### src/rtl/uart_tx_arbiter.sv
// Round-robin arbiter granting NUM_REQ requesters access to a single UART transmitter.
// Optional transaction watchdog is enabled by defining UART_ARB_TIMEOUT_EN.
`ifndef NUM_DATA_BITS
`define NUM_DATA_BITS 8
`endif

// state     | meaning
// IDLE      | no transaction; grant the next requester in round-robin order
// ISSUE     | character latched; tx_write pulse is being launched
// WAIT_BUSY | waiting for the transmitter to report busy
// WAIT_DONE | waiting for the transmitter to report frame done
module uart_tx_arbiter #(
  parameter int NUM_REQ        = 4,
  parameter int DATA_W         = `NUM_DATA_BITS,
  parameter int TIMEOUT_CYCLES = 64
) (
  input  logic                      baud,
  input  logic                      reset,
  input  logic                      arb_enable,
  input  logic [NUM_REQ-1:0]        req,
  input  logic [NUM_REQ*DATA_W-1:0] req_data,
  output logic [NUM_REQ-1:0]        ack,
  output logic [NUM_REQ-1:0]        cpl,
  output logic                      cpl_err,
  output logic                      arb_busy,
  output logic                      tx_enable,
  output logic                      tx_write,
  output logic [DATA_W-1:0]         tx_data,
  input  logic                      tx_busy,
  input  logic                      tx_done,
  input  logic                      tx_error
);

  localparam int IDX_W = $clog2(NUM_REQ);

  if (NUM_REQ < 2 || NUM_REQ > 8 || TIMEOUT_CYCLES < 1) begin : g_param_err
    $error("uart_tx_arbiter: parameter out of range");
  end

  typedef enum logic [1:0] {IDLE, ISSUE, WAIT_BUSY, WAIT_DONE} state_t;

  state_t             state;
  logic [IDX_W-1:0]   rr_ptr;
  logic [IDX_W-1:0]   sel;
  logic [IDX_W-1:0]   sel_next;
  logic [IDX_W-1:0]   pick;
  logic               pick_valid;
  logic               to_hit;
  logic [DATA_W-1:0]  data_arr [NUM_REQ];

  for (genvar g = 0; g < NUM_REQ; g++) begin : g_unpack
    assign data_arr[g] = req_data[g*DATA_W +: DATA_W];
  end

  // Scan from the highest offset down so the lowest offset from rr_ptr wins.
  always_comb begin
    int j;
    j          = 0;
    pick_valid = 1'b0;
    pick       = '0;
    for (int k = NUM_REQ - 1; k >= 0; k--) begin
      j = int'(rr_ptr) + k;
      if (j >= NUM_REQ) j = j - NUM_REQ;
      if (req[IDX_W'(j)]) begin
        pick_valid = 1'b1;
        pick       = IDX_W'(j);
      end
    end
  end

  assign sel_next = (sel == IDX_W'(NUM_REQ - 1)) ? '0 : sel + 1'b1;
  assign arb_busy = (state != IDLE);

`ifdef UART_ARB_TIMEOUT_EN
  localparam int CNT_W = $clog2(TIMEOUT_CYCLES + 1);
  logic [CNT_W-1:0] to_cnt;
  logic             to_kill;
  logic             in_wait;

  assign in_wait = (state == WAIT_BUSY) || (state == WAIT_DONE);
  assign to_hit  = in_wait && (to_cnt == CNT_W'(TIMEOUT_CYCLES - 1));

  // to_kill mirrors the FSM's timeout branch so the transmitter reset lines up with cpl.
  always_ff @(posedge baud) begin
    if (reset) begin
      to_cnt  <= '0;
      to_kill <= 1'b0;
    end else begin
      to_kill <= to_hit && arb_enable && !tx_done;
      if (state == IDLE) to_cnt <= '0;
      else if (in_wait)  to_cnt <= to_cnt + 1'b1;
    end
  end

  assign tx_enable = arb_enable && !reset && !to_kill;
`else
  assign to_hit    = 1'b0;
  assign tx_enable = arb_enable && !reset;
`endif

  always_ff @(posedge baud) begin
    if (reset) begin
      state    <= IDLE;
      rr_ptr   <= '0;
      sel      <= '0;
      tx_data  <= '0;
      ack      <= '0;
      cpl      <= '0;
      cpl_err  <= 1'b0;
      tx_write <= 1'b0;
    end else begin
      ack      <= '0;
      cpl      <= '0;
      cpl_err  <= 1'b0;
      tx_write <= 1'b0;
      case (state)
        IDLE: begin
          if (arb_enable && pick_valid) begin
            sel       <= pick;
            tx_data   <= data_arr[pick];
            ack[pick] <= 1'b1;
            state     <= ISSUE;
          end
        end
        ISSUE: begin
          if (!arb_enable) begin
            cpl[sel] <= 1'b1;
            cpl_err  <= 1'b1;
            state    <= IDLE;
          end else begin
            tx_write <= 1'b1;
            state    <= WAIT_BUSY;
          end
        end
        WAIT_BUSY, WAIT_DONE: begin
          if (!arb_enable) begin
            cpl[sel] <= 1'b1;
            cpl_err  <= 1'b1;
            state    <= IDLE;
          end else if (tx_done) begin
            cpl[sel] <= 1'b1;
            cpl_err  <= tx_error;
            rr_ptr   <= sel_next;
            state    <= IDLE;
          end else if (to_hit) begin
            cpl[sel] <= 1'b1;
            cpl_err  <= 1'b1;
            rr_ptr   <= sel_next;
            state    <= IDLE;
          end else if (state == WAIT_BUSY && tx_busy) begin
            state <= WAIT_DONE;
          end
        end
        default: state <= IDLE;
      endcase
    end
  end

endmodule

### config.mk
export PLATFORM = sky130hd
export DESIGN_NAME = uart_tx_arbiter
export DESIGN_NICKNAME = d
export VERILOG_FILES = /design/src/rtl/uart_tx_arbiter.sv
export SDC_FILE = /design/constraint.sdc
export NUM_CORES = 1
export LEC_CHECK = 0
export ABC_CLOCK_PERIOD_IN_PS = 1600
export BUFFER_PORTS_ARGS = -buffer_cell sky130_fd_sc_hd__buf_2
export CORE_MARGIN = 2
export CORE_UTILIZATION = 44
export DETAILED_ROUTE_END_ITERATION = 10
export MAX_ROUTING_LAYER = met4
export PLACE_DENSITY = 0.84
export SYNTH_ARGS = -nofsm -noshare
export SYNTH_HDL_FRONTEND = slang
export SYNTH_SLANG_ARGS = --single-unit
### constraint.sdc
create_clock -name baud -period 1.6 [get_ports baud]
set_clock_uncertainty 0.1 [all_clocks]
set_input_delay 0.08 -clock baud [delete_from_list [all_inputs] [get_ports baud]]
set_output_delay 0.08 -clock baud [all_outputs]
set_load 0.03 [all_outputs]
==> results of run 1 <==
## worst min-delay path: stages
cell and delay [ps]:
buf_2 150, nand2b_2 170, a211oi_1 60
## final cells by class
class	instances	area, sq um	share of cell area [%]
Sequential cell	24	485	23.4
Inverter	15	56.3	2.72
Tap cell	30	37.5	1.81
Clock buffer	3	22.5	1.09
Multi-Input combinational cell	83	699	33.8
Timing Repair Buffer	104	741	35.7
Clock inverter	1	30.0	1.45
## state kept, by name, indices dropped and copies added (netlist names)
signal	cells
tx_data	8
ack	4
cpl	4
rr_ptr	2
sel	2
state	2
cpl_err	1
tx_write	1
## placed cells by master (no fill, tap or decap), types with 2 or more instances in the layout
cell           netlist  layout
o21ai_0              2       2
nand2_1              5       5
buf_12               0       2
o221ai_2             0       2
dfxtp_1             24      22
nor3_4               1       2
o221ai_1             8       6
nor2b_1              2       2
clkbuf_4             0       3
inv_1               15      14
a22oi_1              8       6
nand2b_1             4       3
o211ai_1             2       2
buf_4                1       6
a22oi_2              0       2
a21oi_1              6       6
ha_1                 4       4
dlygate4sd3_1        0      35
mux2i_1             10       9
buf_2                2      61
nor2_1               9       9
and2_1               4       4
## kinds of logic (layout without fill, tap and decap cells)
group	count (synthesis)	count (layout)	synth area share, %
simple gates	35	35	18.2
compound gates	33	33	21.1
flops	24	24	40.1
buf+inv	19	123	7.11
mux	11	11	9.30
fa+ha+maj	4	4	4.18
## repair_timing
item,CTS,global route
gates resized for setup,0,15
setup buffers,0,3
setup endpoints to repair,0,11
hold endpoints to repair,15,0
hold buffers,35,0
## power groups by stage
| stage | Combinational [mW] | Sequential, mW | Clock, mW |
|---|---|---|---|
| global route | 0.431 | 0.649 | 0.472 |
| global placement | 0.278 | 0.654 | 0 |
| finish | 0.408 | 0.647 | 0.451 |
| floorplan | 0.123 | 0.698 | 0 |
| CTS | 0.356 | 0.643 | 0.441 |
| detailed placement | 0.287 | 0.655 | 0 |
## layer usage
metal  GRT usage, %  share of wire [%]  vias to the layer above
met5              -                  0                        -
met4           18.7                6.5                        0
li1               -                  -                      665
met3           5.35                7.8                       30
met1           29.5                 33                      694
met2           51.4                 52                      108
## worst max path at each step
| stage | from | to | slack (ps) | depth (start not counted) |
|---|---|---|---|---|
| after floorplan | rr_ptr[0] | tx_data[0] | 120 | 6 |
| after global placement | req[1] | tx_data[5] | 110 | 6 |
| after detailed placement | rr_ptr[1] | tx_data[6] | 40 | 5 |
| after CTS | reset | tx_data[6] | 20 | 6 |
| after global routing | rr_ptr[0] | tx_data[4] | -200 | 6 |
| final | rr_ptr[0] | tx_data[4] | -130 | 6 |
## per-stage QoR
stage | cell area (sq um) | hold WS [ps]
2_1_floorplan | 1200 | 83.8
6_report | 2070 | 75.0
4_1_cts | 1960 | 25.8
5_1_grt | 2070 | 63.5
3_3_place_gp | 1560 | 202
3_5_place_dp | 1560 | 219
==> flow_summary.json, run 1 <==
{
  "status": "complete, but fails checks",
  "violations": "setup timing",
  "core_area_sq_um": 2520,
  "dp_cells": 218,
  "cp_num_buf_inv": 1,
  "first_pass_iters": 4,
  "hp-start": "arb_enable",
  "cts-buffers-inserted": 3,
  "worstReg2RegStart": "rr_ptr[0]",
  "drcViolationCount": 0,
  "holdPathStages": 3,
  "slew-limit-headroom_pct": 65.9,
  "ff2ff_path_depth": 6,
  "portBuffers": 61,
  "switching_share_pct": 28.9,
  "syn_area_sq_um": 1200,
  "num-fill-cells": 140,
  "hp-class": "in2reg",
  "worst_slew_pin_slew_ps": 512,
  "power_mw": 1.51,
  "ys_top_cells_by_area": "dfxtp_1, mux2i_1, o221ai_1",
  "avgSynthCellArea_sq_um": 9.50,
  "htree_levels": 1,
  "pwr-share-seq_pct": 43.0,
  "ios": 62,
  "die-height_um": 56.2,
  "antenna_cells": 0,
  "crit_fanout": 11,
  "routabilityCongestion": 0.785,
  "dieArea_sq_um": 3150,
  "power_switching_mw": 0.436,
  "vias": 1497,
  "peakVddDrop_mv": 0.558,
  "postSynth.asyncResetShare_pct": 0,
  "final_cells": 260,
  "reg2reg_to": "tx_data[4]",
  "ys.flop_type": "dfxtp_1",
  "drtIter0Drc": 73,
  "drive_above_1_share_pct": 40.9,
  "synth.most_common_cell": "dfxtp_1",
  "totalWireLength_um": 5030,
  "seq_area_frac_synth_pct": 40.1,
  "grt_pass1_vias": 1435,
  "grt_pass1_wl_um": 6820,
  "critPathTopFamily": "flip-flops",
  "antenna_found_initial": 0,
  "synthCells": 126,
  "worstPathRequired_ps": 1690,
  "path_cells": "nand2b_1 > and3_4 > o22ai_2 > buf_12 > mux2i_1 > o221ai_1",
  "grt_usage_pct": 29.2,
  "period_share_pct": 108,
  "crit_path_end_kind": "flop",
  "synth_fp_nets": 172,
  "fin_crit_ps": 1730,
  "startpoint_type": "flop",
  "p_int_mw": 1.07,
  "crit_arrival_ps": 1820,
  "die_x_um": 56.2,
  "ant_nets": 0,
  "grt_max_degree": 15,
  "r2r_setup_slack_ps": -130,
  "cap_violations": 0,
  "start_util_pct": 47.5,
  "synth_common_cells": "dfxtp_1, inv_1, mux2i_1",
  "clockBufferDepth": 2,
  "dp_hpwl_um": 2490,
  "hold_end": "state[1]",
  "yosys_warnings": 0,
  "rsz0062_at_grt": "yes",
  "cts_root_buf": "clkbuf_4",
  "wl_per_cell_um": 19.3,
  "synth_edf_count": 0,
  "final_max_slew_viol_count": 0,
  "max_freq_mhz": 579,
  "synth_top_area_share_pct": 40.1,
  "power_density_nw_per_um2": 727,
  "nets": 277,
  "routed_via_density": 5.76,
  "synth_top_area_cell": "dfxtp_1",
  "combPwrFrac_pct": 27.1,
  "synth_seq_cells": 24,
  "setup_viol": 2,
  "synth_cell_type_count": 35,
  "cts_tree": "yes",
  "syn_to_final_growth_pct": 73.0,
  "insertion_delay_ps": 330,
  "fin_setup_tns_ps": -127,
  "clockPowerShare_pct": 29.9,
  "hold_violations": 0,
  "crit_type": "reg2reg",
  "row_count": 18,
  "p_leak_nw": 1.03,
  "clkTransAtPathRegs_ps": 140,
  "clkSinkCount": 24,
  "place_ws_ps": 43.1,
  "layout_setup_ws_ps": -126,
  "critPathSlowestCell": "dfxtp_2",
  "slowest_delay_ps": 360,
  "grt.overflow.total": 0,
  "post-route-util_pct": 82.1
}
Power figures use the tool's default switching activity.
==> inputs of run 2 (changes only) <==
--- a/config.mk
+++ b/config.mk
@@ -5,7 +5,7 @@
 export SDC_FILE = /design/constraint.sdc
 export NUM_CORES = 1
 export LEC_CHECK = 0
-export ABC_CLOCK_PERIOD_IN_PS = 1600
+export ABC_CLOCK_PERIOD_IN_PS = 1890
 export BUFFER_PORTS_ARGS = -buffer_cell sky130_fd_sc_hd__buf_2
 export CORE_MARGIN = 2
 export CORE_UTILIZATION = 44
==> constraint.sdc (replaced) <==
create_clock -name baud -period 1.89 [get_ports baud]
set_clock_uncertainty 0.1 [all_clocks]
set_input_delay 0.0945 -clock baud [delete_from_list [all_inputs] [get_ports baud]]
set_output_delay 0.0945 -clock baud [all_outputs]
set_load 0.03 [all_outputs]
==> flow_summary.json, run 2 (synthesis results as in run 1) <==
{
  "regArea_sq_um": 480,
  "crit_path_end_kind": "flop",
  "ios": 62,
  "status": "finished, final reports clean",
  "vias": 1335,
  "clockBufferDepth": 2,
  "largest_reg_flops": 8,
  "crit_type": "reg2reg",
  "r2r_setup_slack_ps": 200,
  "pwr-share-seq_pct": 51.0,
  "multi_input_comb_area_sq_um": 632,
  "ff2ff_path_depth": 5,
  "layout_common_cells": "buf_2, dlygate4sd3_1, dfxtp_1",
  "drcViolationCount": 0,
  "clkSinkCount": 24,
  "power_mw": 1.07,
  "layout_setup_ws_ps": 196,
  "final_max_slew_viol_count": 0,
  "clkTransAtPathRegs_ps": 130,
  "htree_levels": 1,
  "portBuffers": 61,
  "start_util_pct": 47.5,
  "cap_violations": 0,
  "hold_violations": 0,
  "cts_tree": "yes",
  "startpoint_type": "flop",
  "p_leak_nw": 0.959,
  "max_flop_register": "tx_data",
  "grt_pass1_vias": 1456,
  "clockPowerShare_pct": 21.6,
  "grt_usage_pct": 28.2,
  "crit_arrival_ps": 1800,
  "insertion_delay_ps": 330,
  "die-height_um": 56.2,
  "slew-limit-headroom_pct": 67.9,
  "antenna_cells": 0,
  "fin_crit_ps": 1690,
  "p_int_mw": 0.745,
  "worst_slew_pin_slew_ps": 482,
  "grt_pass1_wl_um": 6760,
  "hold_end": "cpl_err",
  "dieArea_sq_um": 3150,
  "period_share_pct": 89.6,
  "row_count": 18,
  "worstReg2RegStart": "rr_ptr[0]",
  "startpoint": "rr_ptr[0]",
  "final_area_sq_um": 1880,
  "hp-start": "tx_error",
  "drtIter0Drc": 40,
  "post-route-util_pct": 74.6,
  "dp_cells": 214,
  "grt_max_degree": 13,
  "drive_above_1_share_pct": 34.4,
  "mostFrequentLayoutCell": "buf_2",
  "routabilityCongestion": 0.912,
  "final_cells": 251,
  "max_freq_mhz": 590,
  "antenna_found_initial": 0,
  "combPwrFrac_pct": 27.4,
  "peakVddDrop_mv": 0.470,
  "reg.largest.list": "tx_data x8, ack x4, cpl x4",
  "power_density_nw_per_um2": 569,
  "fin_setup_tns_ps": 0,
  "first_pass_iters": 4,
  "wl_per_cell_um": 15.9,
  "rsz0062_at_grt": "no",
  "die_x_um": 56.2,
  "crit_fanout": 9,
  "cts_root_buf": "clkbuf_4",
  "placed_area_sq_um": 1520,
  "hp-class": "in2reg",
  "holdPathStages": 5,
  "core_area_sq_um": 2520,
  "cts_resized": 0,
  "cts-buffers-inserted": 3,
  "fin_hold_ws_ps": 48.0,
  "syn_to_final_growth_pct": 57.2,
  "num-fill-cells": 165,
  "power_switching_mw": 0.326,
  "place_ws_ps": 229,
  "post_cts_buffers": 0,
  "worstPathRequired_ps": 2000,
  "reg2reg_to": "tx_data[4]",
  "grt.overflow.total": 0,
  "ant_nets": 0,
  "switching_share_pct": 30.5,
  "totalWireLength_um": 3990,
  "dp_hpwl_um": 2300,
  "setup_viol": 0,
  "routed_via_density": 5.32,
  "nets": 269
}
[run 2: how the worst max path moves through the flow]
stage,to
final,tx_data[4]
after global routing,tx_data[4]
after CTS,tx_data[7]
after detailed placement,tx_data[7]
after global placement,tx_data[4]
after floorplan,tx_data[0]
[run 2: cell type report]
class / count / share of cell area (%)
clock buffer: 3 / 1.20
inverter: 15 / 2.99
multi-input combinational: 83 / 33.6
sequential: 24 / 25.5
tap: 30 / 1.99
timing repair buffer: 96 / 34.7
[run 2: critical path: stages (launching register included)]
cell and delay (ps):
dfxtp_1 420, nand2b_1 190, a21oi_1 160, nor2_1 70, o2111ai_2 430, o221ai_1 200
[run 2: metal layers]
metal | up-vias | share of wire (%) | GRT usage (%)
met5 | - | 0 | -
met4 | 0 | 4.1 | 13.9
met3 | 15 | 4.0 | 3.26
met2 | 49 | 56 | 51.8
met1 | 629 | 36 | 29.5
li1 | 642 | - | -
[run 2: repair_timing]
item	4_1_cts	5_1_grt
endpoints found under the setup margin	0	0
endpoints found under the hold margin	14	0
hold buffers	34	0
[run 2: power groups by stage]
stage | sequential [mW] | clock (mW) | combinational (mW)
global placement | 0.554 | 0 | 0.223
global route | 0.549 | 0.250 | 0.318
floorplan | 0.591 | 0 | 0.104
CTS | 0.544 | 0.224 | 0.285
finish | 0.546 | 0.231 | 0.293
detailed placement | 0.555 | 0 | 0.229
==> inputs of run 3 (changes only) <==
==> config.mk (replaced) <==
export PLATFORM = sky130hd
export DESIGN_NAME = uart_tx_arbiter
export DESIGN_NICKNAME = d
export VERILOG_FILES = /design/src/rtl/uart_tx_arbiter.sv
export SDC_FILE = /design/constraint.sdc
export NUM_CORES = 1
export LEC_CHECK = 0
export ABC_CLOCK_PERIOD_IN_PS = 2000
export BUFFER_PORTS_ARGS = -buffer_cell sky130_fd_sc_hd__buf_2
export CORE_MARGIN = 2
export CORE_UTILIZATION = 48
export DETAILED_ROUTE_END_ITERATION = 10
export MAX_ROUTING_LAYER = met4
export PLACE_DENSITY = 0.9
export SYNTH_ARGS = -nofsm -noshare
export SYNTH_HDL_FRONTEND = slang
export SYNTH_SLANG_ARGS = --single-unit
==> constraint.sdc (replaced) <==
create_clock -name baud -period 2 [get_ports baud]
set_clock_uncertainty 0.1 [all_clocks]
set_input_delay 0.1 -clock baud [delete_from_list [all_inputs] [get_ports baud]]
set_output_delay 0.1 -clock baud [all_outputs]
set_load 0.03 [all_outputs]
==> flow_summary.json, run 3 (synthesis results as in run 1) <==
{
  "grt_usage_pct": 33.6,
  "drcViolationCount": 0,
  "drtIter0Drc": 51,
  "start_util_pct": 49.7,
  "peakVddDrop_mv": 0.511,
  "cts_root_buf": "clkbuf_4",
  "ios": 62,
  "grt_pass1_vias": 1407,
  "die_x_um": 53.9,
  "dieArea_sq_um": 2910,
  "drive_above_1_share_pct": 36.5,
  "totalWireLength_um": 4420,
  "routabilityCongestion": 0.813,
  "fin_setup_tns_ps": 0,
  "wl_per_cell_um": 18.3,
  "grt_pass1_wl_um": 6480,
  "crit_type": "in2reg",
  "period_share_pct": 91.6,
  "layout_common_cells": "buf_2, dfxtp_1, dlygate4sd3_1",
  "core_area_sq_um": 2410,
  "clkTransAtPathRegs_ps": 130,
  "setup_viol": 0,
  "first_pass_iters": 4,
  "hold_violations": 0,
  "grt_max_degree": 14,
  "fin_crit_ps": 1830,
  "slew-limit-headroom_pct": 62.6,
  "clockBufferDepth": 2,
  "die-height_um": 53.9,
  "htree_levels": 1,
  "max_flop_register": "tx_data",
  "rsz0062_at_grt": "no",
  "p_leak_nw": 0.921,
  "holdPathStages": 3,
  "worstPathRequired_ps": 2130,
  "power_density_nw_per_um2": 588,
  "nets": 258,
  "vias": 1419,
  "row_count": 18,
  "cts-buffers-inserted": 3,
  "cap_violations": 0,
  "hp-class": "in2reg",
  "cts_resized": 0,
  "status": "finished, final reports clean",
  "clkSinkCount": 24,
  "grt.overflow.total": 0,
  "crit_arrival_ps": 1960,
  "insertion_delay_ps": 320,
  "crit_path_end_kind": "flop",
  "final_max_slew_viol_count": 0,
  "power_mw": 1.05,
  "portBuffers": 61,
  "fin_hold_ws_ps": 3.09,
  "startpoint_type": "primary input",
  "dp_hpwl_um": 2320,
  "ff2ff_path_depth": 5,
  "antenna_found_initial": 1,
  "dp_cells": 214,
  "cts_tree": "yes",
  "syn_to_final_growth_pct": 49.3,
  "mostFrequentLayoutCell": "buf_2",
  "ant_nets": 0,
  "routed_via_density": 5.86,
  "final_cells": 242,
  "reg.largest.list": "tx_data x8, ack x4, cpl x4",
  "worst_slew_pin_slew_ps": 561,
  "crit_fanout": 9,
  "largest_reg_flops": 8,
  "max_freq_mhz": 546
}
run 3: final timing paths:
kind / startpoint / end / slack, ps
hold / removal: tx_busy / state[0] / 3
setup / recovery: reset / tx_data[0] / 170
hold reg to reg: tx_data[2] / tx_data[2] / 430
setup reg to reg: state[1] / tx_data[0] / 230
run 3: worst max-delay path, cell delays in order:
cell and delay, ps:
dlygate4sd3_1 530, buf_2 180, nand2b_1 270, inv_1 200
o2111ai_2 330, o221ai_1 350
run 3: layout make-up:
| class | count | area, sq um |
|---|---|---|
| Multi-Input combinational cell | 83 | 632 |
| Timing Repair Buffer | 85 | 543 |
| Fill cell | 131 | 622 |
| Tap cell | 30 | 37.5 |
| Clock buffer | 4 | 36.3 |
| Sequential cell | 24 | 480 |
| Antenna cell | 1 | 2.50 |
| Inverter | 15 | 56.3 |
run 3: metal layers:
metal	wire length (um)	track usage, %	vias up
met5	0	-	-
met4	397	29.9	0
met3	402	9.72	40
met2	2150	53.7	113
met1	1470	32.8	647
li1	-	-	619
run 3: report_power, final:
group          switching (mW)  internal, mW  total [mW]
clock                   0.151         0.111       0.262
combinational           0.154         0.119       0.273
sequential             0.0156         0.501       0.516
run 3: stage by stage:
stage / instance area (sq um) / setup WS (ps) / utilization, %
finish: 1790 / 168 / 74.2
global route: 1790 / 43.6 / 74.2
CTS: 1790 / 316 / 74.1
detailed placement: 1520 / 342 / 63.0
global placement: 1520 / 414 / 63.0
floorplan: 1200 / 524 / -
run 3: timing repair:
| action | in CTS | in global routing |
|---|---|---|
| hold buffers | 23 | 0 |
| endpoints found under the hold margin | 14 | 0 |
| buffers inserted | 0 | 0 |
